**config.mk**
```make
export PLATFORM = sky130hd
export DESIGN_NAME = cobs_cmd_sequencer
export DESIGN_NICKNAME = d
export VERILOG_FILES = /design/src/rtl/cobs_cmd_sequencer.sv
export SDC_FILE = /design/constraint.sdc
export NUM_CORES = 1
export LEC_CHECK = 0
export ABC_AREA = 1
export BUFFER_PORTS_ARGS = -buffer_cell sky130_fd_sc_hd__buf_2
export CORE_UTILIZATION = 40
export DETAILED_ROUTE_END_ITERATION = 12
export PLACE_DENSITY = 0.7
export SYNTH_ARGS = -nofsm -noshare
export SYNTH_HDL_FRONTEND = slang
export SYNTH_SLANG_ARGS = --single-unit
```
**constraint.sdc**
```tcl
create_clock -name CLK -period 2.4 [get_ports CLK]
set_input_delay 0.24 -clock CLK [delete_from_list [all_inputs] [get_ports CLK]]
set_output_delay 0.24 -clock CLK [all_outputs]
set_load 0.02 [all_outputs]
```
**src/rtl/cobs_cmd_sequencer.sv**
```systemverilog
// Command sequencer: parses COBS-decoded frames (WRITE/FILL) into single-byte frame-buffer writes.
// Optional build macro CMDSEQ_ERRCNT_EN adds a saturating err_count output.
module cobs_cmd_sequencer #(
    parameter int unsigned ADDR_W = 24,
    parameter int unsigned LEN_W  = 16
) (
    input  logic              CLK,
    input  logic              RST,
    input  logic              in_valid,
    input  logic [7:0]        in_data,
    input  logic              in_eof,
    output logic              busy,
    output logic              wr_req,
    output logic [ADDR_W-1:0] wr_addr,
    output logic [7:0]        wr_data,
    input  logic              wr_ack,
    output logic              pkt_done,
    output logic              pkt_err,
    output logic [1:0]        err_code
`ifdef CMDSEQ_ERRCNT_EN
    ,
    output logic [7:0]        err_count
`endif
);

    localparam logic [7:0] CMD_WRITE = 8'h01;
    localparam logic [7:0] CMD_FILL  = 8'h02;
    localparam logic [1:0] ERR_CMD   = 2'd1;
    localparam logic [1:0] ERR_SHORT = 2'd2;
    localparam logic [1:0] ERR_OVR   = 2'd3;

    typedef enum logic [2:0] {
        S_IDLE, S_HDR, S_DATA, S_ACK, S_FILLB, S_FILL, S_TAIL, S_DRAIN
    } state_t;

    state_t state_q, state_d;

    logic [2:0]        hdr_cnt_q, hdr_cnt_d;
    logic [ADDR_W-1:0] addr_q, addr_d;
    logic [LEN_W-1:0]  rem_q, rem_d;
    logic [7:0]        fbyte_q, fbyte_d;
    logic              fill_q, fill_d;
    logic              eof_pend_q, eof_pend_d;
    logic              eof_seen_q, eof_seen_d;
    logic              drop_seen_q, drop_seen_d;

    logic              busy_d, wr_req_d, pkt_done_d, pkt_err_d;
    logic [ADDR_W-1:0] wr_addr_d;
    logic [7:0]        wr_data_d;
    logic [1:0]        err_code_d;

    logic              fin_ok, fin_err;
    logic [1:0]        fin_code;

    // An eof arriving with a byte is deferred one cycle so the byte is handled first.
    logic              eof_now_c, ack_c, eof_any_c, drop_any_c;
    logic [LEN_W-1:0]  rem_shift_c, rem_dec_c;

    assign eof_now_c   = !in_valid && (in_eof || eof_pend_q);
    assign ack_c       = wr_req && wr_ack;
    assign eof_any_c   = eof_seen_q || eof_now_c;
    assign drop_any_c  = drop_seen_q || in_valid;
    assign rem_shift_c = {rem_q[LEN_W-9:0], in_data};
    assign rem_dec_c   = rem_q - LEN_W'(1);

    always_ff @(posedge CLK) begin : state_reg
        if (!RST) state_q <= S_IDLE;
        else      state_q <= state_d;
    end

    always_comb begin : next_state
        state_d  = state_q;
        fin_ok   = 1'b0;
        fin_err  = 1'b0;
        fin_code = 2'd0;
        case (state_q)
            S_IDLE: begin
                if (in_valid) begin
                    if (in_data == CMD_WRITE || in_data == CMD_FILL) begin
                        state_d = S_HDR;
                    end else begin
                        fin_err  = 1'b1;
                        fin_code = ERR_CMD;
                        state_d  = S_DRAIN;
                    end
                end
            end
            S_HDR: begin
                if (in_valid) begin
                    if (hdr_cnt_q == 3'd4) begin
                        if (fill_q)                state_d = S_FILLB;
                        else if (rem_shift_c == '0) state_d = S_TAIL;
                        else                       state_d = S_DATA;
                    end
                end else if (eof_now_c) begin
                    fin_err  = 1'b1;
                    fin_code = ERR_SHORT;
                    state_d  = S_IDLE;
                end
            end
            S_DATA, S_FILLB: begin
                if (in_valid) begin
                    state_d = (state_q == S_FILLB && rem_q == '0) ? S_TAIL : S_ACK;
                end else if (eof_now_c) begin
                    fin_err  = 1'b1;
                    fin_code = ERR_SHORT;
                    state_d  = S_IDLE;
                end
            end
            S_ACK: begin
                // Dropped bytes outrank a short frame; a seen eof means no drain is needed.
                if (ack_c) begin
                    if (drop_any_c && (rem_dec_c == '0 || !fill_q)) begin
                        fin_err  = 1'b1;
                        fin_code = ERR_OVR;
                        state_d  = eof_any_c ? S_IDLE : S_DRAIN;
                    end else if (rem_dec_c == '0) begin
                        fin_ok  = eof_any_c;
                        state_d = eof_any_c ? S_IDLE : S_TAIL;
                    end else if (!fill_q && eof_any_c) begin
                        fin_err  = 1'b1;
                        fin_code = ERR_SHORT;
                        state_d  = S_IDLE;
                    end else begin
                        state_d = fill_q ? S_FILL : S_DATA;
                    end
                end
            end
            S_FILL: state_d = S_ACK;
            S_TAIL: begin
                if (in_valid) begin
                    fin_err  = 1'b1;
                    fin_code = ERR_OVR;
                    state_d  = S_DRAIN;
                end else if (eof_now_c) begin
                    fin_ok  = 1'b1;
                    state_d = S_IDLE;
                end
            end
            S_DRAIN: if (eof_now_c) state_d = S_IDLE;
            default: state_d = S_IDLE;
        endcase
    end

    always_comb begin : output_next
        hdr_cnt_d   = hdr_cnt_q;
        addr_d      = addr_q;
        rem_d       = rem_q;
        fbyte_d     = fbyte_q;
        fill_d      = fill_q;
        eof_seen_d  = eof_seen_q;
        drop_seen_d = drop_seen_q;
        eof_pend_d  = in_valid && (in_eof || eof_pend_q);
        busy_d      = busy;
        wr_req_d    = wr_req;
        wr_addr_d   = wr_addr;
        wr_data_d   = wr_data;
        pkt_done_d  = fin_ok;
        pkt_err_d   = fin_err;
        err_code_d  = fin_err ? fin_code : err_code;
        case (state_q)
            S_IDLE: begin
                eof_seen_d  = 1'b0;
                drop_seen_d = 1'b0;
                if (in_valid) begin
                    fill_d    = (in_data == CMD_FILL);
                    hdr_cnt_d = 3'd0;
                    addr_d    = '0;
                    rem_d     = '0;
                end
            end
            S_HDR: begin
                if (in_valid) begin
                    hdr_cnt_d = hdr_cnt_q + 3'd1;
                    if (hdr_cnt_q < 3'd3) addr_d = {addr_q[ADDR_W-9:0], in_data};
                    else                  rem_d  = rem_shift_c;
                end
            end
            S_DATA, S_FILLB: begin
                if (in_valid) begin
                    fbyte_d = in_data;
                    if (state_q == S_DATA || rem_q != '0) begin
                        wr_req_d  = 1'b1;
                        busy_d    = 1'b1;
                        wr_addr_d = addr_q;
                        wr_data_d = in_data;
                    end
                end
            end
            S_ACK: begin
                if (in_valid)  drop_seen_d = 1'b1;
                if (eof_now_c) eof_seen_d  = 1'b1;
                if (ack_c) begin
                    wr_req_d = 1'b0;
                    addr_d   = addr_q + ADDR_W'(1);
                    rem_d    = rem_dec_c;
                    busy_d   = (state_d == S_FILL);
                end
            end
            S_FILL: begin
                if (in_valid)  drop_seen_d = 1'b1;
                if (eof_now_c) eof_seen_d  = 1'b1;
                wr_req_d  = 1'b1;
                wr_addr_d = addr_q;
                wr_data_d = fbyte_q;
            end
            default: ;
        endcase
    end

    always_ff @(posedge CLK) begin : data_reg
        if (!RST) begin
            hdr_cnt_q   <= '0;
            addr_q      <= '0;
            rem_q       <= '0;
            fbyte_q     <= '0;
            fill_q      <= 1'b0;
            eof_pend_q  <= 1'b0;
            eof_seen_q  <= 1'b0;
            drop_seen_q <= 1'b0;
            busy        <= 1'b0;
            wr_req      <= 1'b0;
            wr_addr     <= '0;
            wr_data     <= '0;
            pkt_done    <= 1'b0;
            pkt_err     <= 1'b0;
            err_code    <= '0;
        end else begin
            hdr_cnt_q   <= hdr_cnt_d;
            addr_q      <= addr_d;
            rem_q       <= rem_d;
            fbyte_q     <= fbyte_d;
            fill_q      <= fill_d;
            eof_pend_q  <= eof_pend_d;
            eof_seen_q  <= eof_seen_d;
            drop_seen_q <= drop_seen_d;
            busy        <= busy_d;
            wr_req      <= wr_req_d;
            wr_addr     <= wr_addr_d;
            wr_data     <= wr_data_d;
            pkt_done    <= pkt_done_d;
            pkt_err     <= pkt_err_d;
            err_code    <= err_code_d;
        end
    end

`ifdef CMDSEQ_ERRCNT_EN
    // Saturating count of flagged packets.
    always_ff @(posedge CLK) begin : err_cnt_reg
        if (!RST)                               err_count <= '0;
        else if (pkt_err_d && err_count != 8'hFF) err_count <= err_count + 8'd1;
    end
`endif

endmodule

```
; ---- After elaboration in Yosys (flattened, before gate mapping)
; Index checks and enable logic that the tools add are counted.
[classes]
n_addsub = 3
n_mul = 0
div_mod_pow = 0
n_lt_le_gt_ge = 1
eq_ne = 20
shift = 0
mux = 71
n_bitwise = 0
n_reduce_logical = 38
[ops]
columns = operator, count
row1 = $mux 24, 6
row2 = $pmux 24 s3, 1
row3 = $mux 16, 4
row4 = $mux 3, 19
row5 = $logic_not 16->1, 3
row6 = $pmux 16 s3, 1
row7 = $pmux 24 s2, 1
row8 = $add 24x1->24 const B, 1
row9 = $pmux 3 s7, 1
row10 = $mux 1, 20
row11 = $eq 3x3->1 const B, 6
row12 = $mux 8, 2
row13 = $pmux 8 s2, 1
row14 = $reduce_bool 16->1, 1
row15 = $sub 16x1->16 const B, 1
row16 = $mux 2, 7
row17 = $ne 2x2->1 const B, 7
row18 = $reduce_and 5->1, 2
row19 = $eq 8x1->1 const B, 1
row20 = $eq 8x2->1 const B, 1
row21 = $pmux 1 s2, 4
row22 = $pmux 2 s4, 1
row23 = $reduce_and 2->1, 4
row24 = $reduce_and 4->1, 2
row25 = 17 further kinds, 36
[word_totals]
ff_bits = 96
latch_bits = 0
ramBits = 0
rom_bits = 0
mem_count = 0

; ---- Logic depth before layout (Yosys ltp)
; Gate-level depths: netlist of the first run.
[depth]
ltp_word = 12
mapped_depth = 19

; ---- Worst setup path before layout of the first run
; No wires, ideal clock.
[synth_timing]
kind = register to register
startpoint = reg rem_q[0]
endpoint = reg state_q[2]
t_arrival_ns = 1.823
required_ns = 2.290
setup_slack_ns = 0.467
stages_incl_launch_ff = 18
path_buffers = 0
synth_period_minus_slack_ns = 1.933
cell_sequence = dfxtp_1 inv_1 ha_1 nand2_4 nor2_8 nand2_1 nand2_1 nand2_1 inv_1 nand2_1 nor2_1 nand3_2 nand2_2 nand3_1 nand3_1 nand3_1 nand2_1 inv_1
[synth_via]
elab_chain_cells = 7
word_cells_on_any_way = 17
classes_between = add/sub: 1 / mux: 10 / reduce/logical: 6
[synth_rtl]
columns = element, line
row1 = "start, declared", 40  ; logic [LEN_W-1:0] rem_q, rem_d;
row2 = "start signal, assigned", 231  ; rem_q <= rem_d;
row3 = $sub 16x1->16, 64  ; assign rem_dec_c = rem_q - LEN_W'(1);
row4 = $logic_not 16->1, "113, 117"
row5 = $logic_or 1x1->1, 113  ; if (drop_any_c && (rem_dec_c == '0 || !fill_q)) begin
row6 = $logic_and 1x1->1, 113
row7 = $mux 3, 113
row8 = $mux 3, 112  ; if (ack_c) begin
row9 = $pmux 3 s7 (*), 76  ; case (state_q)
row10 = "end signal, assigned", 68  ; else state_q <= state_d;
row11 = "end, declared", 36  ; state_t state_q, state_d;
; Mark *: on every way between the ends. The rest lies on a longest branch, timed or not.
; A chain may end at the register's enable or synchronous reset.

; ---- Worst setup path in the final report of the first run
[layout_timing]
startpoint = reg rem_q[0]
endpoint = reg wr_addr[20]
[layout_via]
elab_chain_cells = 4
[layout_rtl]
columns = element, line
row1 = $reduce_bool 16->1, 182  ; if (state_q == S_DATA || rem_q != '0) begin
row2 = $logic_or 1x1->1, 182
row3 = $ne 2x2->1 (no source line), n/a
row4 = $reduce_and 3->1 (no source line), n/a
row5 = "end signal, assigned", 239  ; wr_addr <= wr_addr_d;
row6 = "end, declared", 14  ; output logic [ADDR_W-1:0] wr_addr,
; Every way passes these cells.

==> results.json, run 1 <==
{
  "cts_root_buffer": "clkbuf_16",
  "placementRows": 41,
  "maxCapViolCount": 0,
  "die_w_um": 116,
  "slowest_delay_ns": 0.40,
  "grt_start_max_net_pins": 66,
  "first_pass_iters": 6,
  "vias": 5126,
  "ys_seq_area_share_pct": 37.2,
  "cts_tree": "yes",
  "post-route-period-util_pct": 90.2,
  "cts_post_setup_buffers_inserted": 0,
  "dp_hpwl_um": 9470,
  "syn_avg_cell_area_sq_um": 6.81,
  "finClkSkew_ns": 0.00317,
  "clockBufferDepth": 2,
  "cp_slowest_cell": "dfxtp_1",
  "die_h_um": 116,
  "dieArea_sq_mm": 0.0134,
  "drt-total-wl_um": 13300,
  "antenna_left": 0,
  "clk_latency_ns": 0.34,
  "synthCells": 758,
  "cp.required_ns": 2.66,
  "power_uw": 7840,
  "place_congestion": 0.934,
  "grt_usage_pct": 20.3,
  "slew_headroom_pct": 60.4,
  "setup_tns_ns": 0,
  "grt_overflow": 0,
  "path_cells": "inv_2 > ha_1 > nand2_4 > nor2_8 > nand2_2 > nor3_1 > buf_4 > nor2_4 > buf_12 > o21ai_0 > a21oi_1",
  "drtIter0Drc": 332,
  "setup_viol": 0,
  "drive_above_1_share_pct": 15.8,
  "io_buffers": 50,
  "status": "finished, final reports clean",
  "critPathMaxFanout": 26,
  "final_common_cell": "nand2_1",
  "critPathKind": "flip-flop to flip-flop",
  "route.detailed.wl_per_inst_um": 13.6,
  "p_leak_uw": 0.00256,
  "ios": 51,
  "slew_violations": 0,
  "grt_pass1_vias": 4447,
  "start_util_pct": 40.9,
  "syn_area_sq_mm": 0.00516,
  "synthArstFlopShare_pct": 0,
  "arrival_ns": 2.43,
  "grt_pass1_wl_um": 21700,
  "synth_seq_cells": 96,
  "ys.flop_type": "dfxtp_1",
  "tightest_slew_ns": 0.593,
  "cp_top_family": "simple AND/OR/NAND/NOR gates",
  "vias_per_cell": 5.24,
  "antenna_found_initial": 0,
  "fin_crit_ns": 2.17,
  "hold_path_class": "input port to flip-flop",
  "cts_buffers": 9,
  "clock-sinks": 96,
  "hold_violations": 0,
  "syn_to_final_growth_pct": 14.4,
  "coreArea_sq_mm": 0.0126,
  "clk_pin_slew_ns": 0.07,
  "final_cells": 978,
  "pre_cts_ws_ns": 0.214,
  "yosysUniqueCellTypes": 41,
  "cp-end-kind": "flip-flop",
  "worst_setup_path_start_kind": "flip-flop",
  "rsz0062_at_grt": "false",
  "final_cell_mix": "131 x nand2_1, 95 x dfxtp_1, 88 x a21oi_1, 82 x o21ai_0, 79 x nor2_1",
  "synth_fp_nets": 776,
  "ir_drop_mv": 0.674,
  "drcViolationCount": 0,
  "h-tree-depth": 3,
  "fmax_mhz": 462,
  "path_buf_inv": 3,
  "yosys_warnings": 0,
  "insertedDiodeCount": 0,
  "dp_cells": 962,
  "synth-edff-count": 0,
  "power_density_mw_per_mm2": 1330,
  "setup_ws_ns": 0.234,
  "nets": 819
}
## per-stage QoR
stage               hold WS, ns  utilization (%)  cell area (sq um)
floorplan                 0.375                -               5160
global placement          0.445             44.7               5640
detailed placement        0.454             44.7               5640
CTS                       0.175             46.8               5910
global route              0.179             46.8               5910
finish                    0.180             46.8               5910
## logic make-up after synthesis
group / after synthesis / synth area share (%)
AOI/OAI and AO/OA: 219 / 23.9
buffers and inverters: 122 / 9.30
xor gates and xnor gates: 2 / 0.339
and+or+nand+nor: 314 / 28.0
adders and majority gates: 5 / 1.21
DFF: 96 / 37.2
## routing by layer
layer,vias to the layer above,track usage [%],share of wire [%]
met3,15,3.56,5.7
met5,-,0,0
met4,0,6.24,1.4
met1,2303,30.5,50
met2,155,29.3,43
li1,2653,-,-
## flip-flops by register name, summed over array words and instances, names as in the netlist, 2 cells and up
signal and cells:
rem_q 16, addr_q 24, hdr_cnt_q 3, wr_addr 24, fbyte_q 8, wr_data 8
err_code 2, state_q 3
## worst reg2reg max path, delay by kind of cell (launching register included)
kind / cells / cell delay, ns
buf+inv: 3 / 0.47
flops: 1 / 0.40
compound gates: 2 / 0.27
fa+ha+maj: 1 / 0.26
simple gates: 5 / 0.69
## cell usage after synthesis (all sizes together) (10+ instances only)
cell / instances / share of area [%]
o21ai: 87 / 8.5
dfxtp: 96 / 37
inv: 89 / 6.5
buf: 15 / 1.5
a31oi: 11 / 1.3
nor2: 92 / 8.0
nand2: 140 / 11
a221oi: 20 / 3.5
nand4: 10 / 1.2
nand3: 52 / 5.3
nor3: 14 / 1.9
a21oi: 89 / 8.7
clkbuf: 18 / 1.3
## power breakdown
| part | leakage, uW | switching (uW) | internal [uW] |
|---|---|---|---|
| combinational | 0.00164 | 2670 | 1370 |
| clock | 0.000127 | 621 | 708 |
| sequential | 0.000789 | 409 | 2060 |
| total | 0.00256 | 3700 | 4140 |
## repair_timing
action	CTS	global route
hold buffers	0	0
endpoints found under the setup margin	0	4
resized for setup	0	2
## final cells by class
class,instances,area [sq um]
Fill cell,1275,6710
Clock inverter,4,30.0
Timing Repair Buffer,65,400
Clock buffer,12,236
Tap cell,172,215
Sequential cell,96,1920
Multi-Input combinational cell,540,2770
Inverter,89,334
## path summary, 6_finish.rpt
path,slack (ns),startpoint,cells past startpoint,to
max,0.23,rem_q[0]$_SDFFE_PN0P_,11,wr_addr[20]$_SDFFE_PN0P_
max reg2reg,0.23,rem_q[0]$_SDFFE_PN0P_,11,wr_addr[20]$_SDFFE_PN0P_
min reg2reg,0.46,busy$_SDFFE_PN0P_,2,busy$_SDFFE_PN0P_
min,0.18,in_data[4],3,wr_data[4]$_SDFFE_PN0P_
No activity file was read; power rests on OpenSTA's default activity.
==> inputs of run 2 (changes only) <==
--- a/config.mk
+++ b/config.mk
@@ -6,10 +6,10 @@
 export NUM_CORES = 1
 export LEC_CHECK = 0
 export ABC_AREA = 1
-export BUFFER_PORTS_ARGS = -buffer_cell sky130_fd_sc_hd__buf_2
 export CORE_UTILIZATION = 40
 export DETAILED_ROUTE_END_ITERATION = 12
-export PLACE_DENSITY = 0.7
+export DONT_BUFFER_PORTS = 1
+export PLACE_DENSITY = 0.66
 export SYNTH_ARGS = -nofsm -noshare
 export SYNTH_HDL_FRONTEND = slang
 export SYNTH_SLANG_ARGS = --single-unit
==> run 2 against run 1 <==
  * Fmax grew 2.7%
  * Power grew 1.4%
  * Cell count shrank 4.9%
  * Critical path type unchanged
  * Highest routed layer unchanged
==> results.json, run 2 (synthesis gave the netlist of run 1 again) <==
{
  "grt_overflow": 0,
  "holdPathStages": 2,
  "crit_start": "rem_q[0]$_SDFFE_PN0P_",
  "rsz0062_at_grt": "false",
  "grt_usage_pct": 21.5,
  "clk_latency_ns": 0.36,
  "grt_start_max_net_pins": 63,
  "setup_tns_ns": 0,
  "grt_pass1_wl_um": 22500,
  "p_leak_uw": 0.00235,
  "h-tree-depth": 3,
  "antenna_left": 0,
  "reg2reg_from": "rem_q[0]$_SDFFE_PN0P_",
  "die_w_um": 116,
  "path_buf_inv": 3,
  "maxCapViolCount": 0,
  "power_density_mw_per_mm2": 1390,
  "path_cells": "inv_2 > ha_2 > nand2_4 > nor2_8 > nand2_1 > nand2_1 > nand2_1 > inv_1 > nand2_1 > nor2_1 > nand3_2 > nand2_2 > nand3_1 > nand3_1 > nand3_1 > nand2_1 > inv_1",
  "insertedDiodeCount": 0,
  "tightest_slew_ns": 0.607,
  "cts_root_buffer": "clkbuf_16",
  "dp_hpwl_um": 9500,
  "io_buffers": 0,
  "hold_path_startpoint": "RST",
  "hold_path_class": "input port to flip-flop",
  "final_common_cell": "nand2_1",
  "slew_headroom_pct": 59.5,
  "hold_violations": 0,
  "slew_violations": 0,
  "worst_setup_path_start_kind": "flip-flop",
  "cp.required_ns": 2.65,
  "cp.depth": 17,
  "dp_cells": 912,
  "fmax_mhz": 474,
  "finClkSkew_ns": 0.00981,
  "post-route-period-util_pct": 87.8,
  "ir_drop_mv": 0.636,
  "cp-end-kind": "flip-flop",
  "coreArea_sq_mm": 0.0126,
  "drive_above_1_share_pct": 10.6,
  "cts_buffers": 9,
  "nets": 771,
  "critPathMaxFanout": 8,
  "die_h_um": 116,
  "largest_registers": "addr_q x24, wr_addr x24, rem_q x16",
  "syn_to_final_growth_pct": 10.9,
  "first_pass_iters": 5,
  "vias_per_cell": 5.39,
  "dieArea_sq_mm": 0.0134,
  "setup_viol": 0,
  "fin_crit_ns": 2.11,
  "r2r_cells": 17,
  "route.detailed.wl_per_inst_um": 14.7,
  "cp_top_family": "simple AND/OR/NAND/NOR gates",
  "cp_slowest_cell": "dfxtp_1",
  "cpMostUsedCell": "nand2_1",
  "vias": 5017,
  "drt-total-wl_um": 13700,
  "grt_pass1_vias": 4412,
  "critPathKind": "flip-flop to flip-flop",
  "finalHoldWorstSlack_ns": 0.0216,
  "clk_pin_slew_ns": 0.07,
  "start_util_pct": 40.9,
  "drcViolationCount": 0,
  "slowest_delay_ns": 0.34,
  "cts_tree": "yes",
  "placementRows": 41,
  "status": "finished, final reports clean",
  "antenna_found_initial": 0,
  "final_cell_mix": "131 x nand2_1, 96 x dfxtp_1, 88 x a21oi_1, 82 x o21ai_0, 79 x nor2_1",
  "place_congestion": 0.930,
  "clockBufferDepth": 2,
  "final_cells": 930,
  "drtIter0Drc": 369,
  "ios": 51,
  "clock-sinks": 96,
  "arrival_ns": 2.36
}
run 2: cell count changes in the layout (fill, tap and decap cells not counted), moves of 2 or more:
cell	previous run	this run
buf_2	50	0
clkbuf_1	3	1
bufinv_16	0	2
buf_4	12	14
run 2: path summary, 6_finish.rpt:
check	to	slack, ns
setup / recovery	state_q[2]$_SDFF_PN0_	0.29
hold / removal	wr_addr[22]$_SDFFE_PN0P_	0.02
setup reg to reg	state_q[2]$_SDFF_PN0_	0.29
hold reg to reg	drop_seen_q$_SDFFE_PN0P_	0.47
run 2: power by group:
group	internal, uW	switching, uW	leakage (uW)
Sequential	2060	637	0.000789
Combinational	1250	2400	0.00140
Clock	952	651	0.000161
run 2: area by class of cell:
class	count	area (sq um)
inverters	89	334
multi-input cells	540	2770
clock inverters	5	86.3
clock buffers	11	243
repair buffers	17	155
flip-flops and latches	96	1920
fillers	1367	6890
well taps	172	215
run 2: routing by layer:
layer	wire, um	part of all wire, %	track usage [%]
met1	6630	48	31.0
met4	180	1.3	6.07
met3	995	7.3	5.96
met5	0	0	0
met2	5880	43	31.4
run 2: timing repair:
action                                 CTS  global route
setup endpoints to repair                0             6
endpoints found under the hold margin    5             0
hold buffers                             1             0
resized for setup                        0             2
buffers inserted                         0             1
run 2: worst reg2reg max path, cell delays in order (launching register included):
cell and delay [ns]:
dfxtp_1 0.34, inv_2 0.12, ha_2 0.23, nand2_4 0.10, nor2_8 0.18, nand2_1 0.07, nand2_1 0.06, nand2_1 0.07
inv_1 0.06, nand2_1 0.04, nor2_1 0.12, nand3_2 0.12, nand2_2 0.13, nand3_1 0.10, nand3_1 0.10, nand3_1 0.07
nand2_1 0.06, inv_1 0.04
run 2: through the flow:
stage	worst slack, ns	instance area, sq um	power [uW]	utilization (%)
final	0.292	5730	7940	45.4
after global routing	0.0479	5730	8580	45.4
after CTS	0.199	5720	7930	45.3
after detailed placement	0.217	5380	6310	42.6
after global placement	0.283	5380	6300	42.6
after floorplan	0.467	5160	5400	-
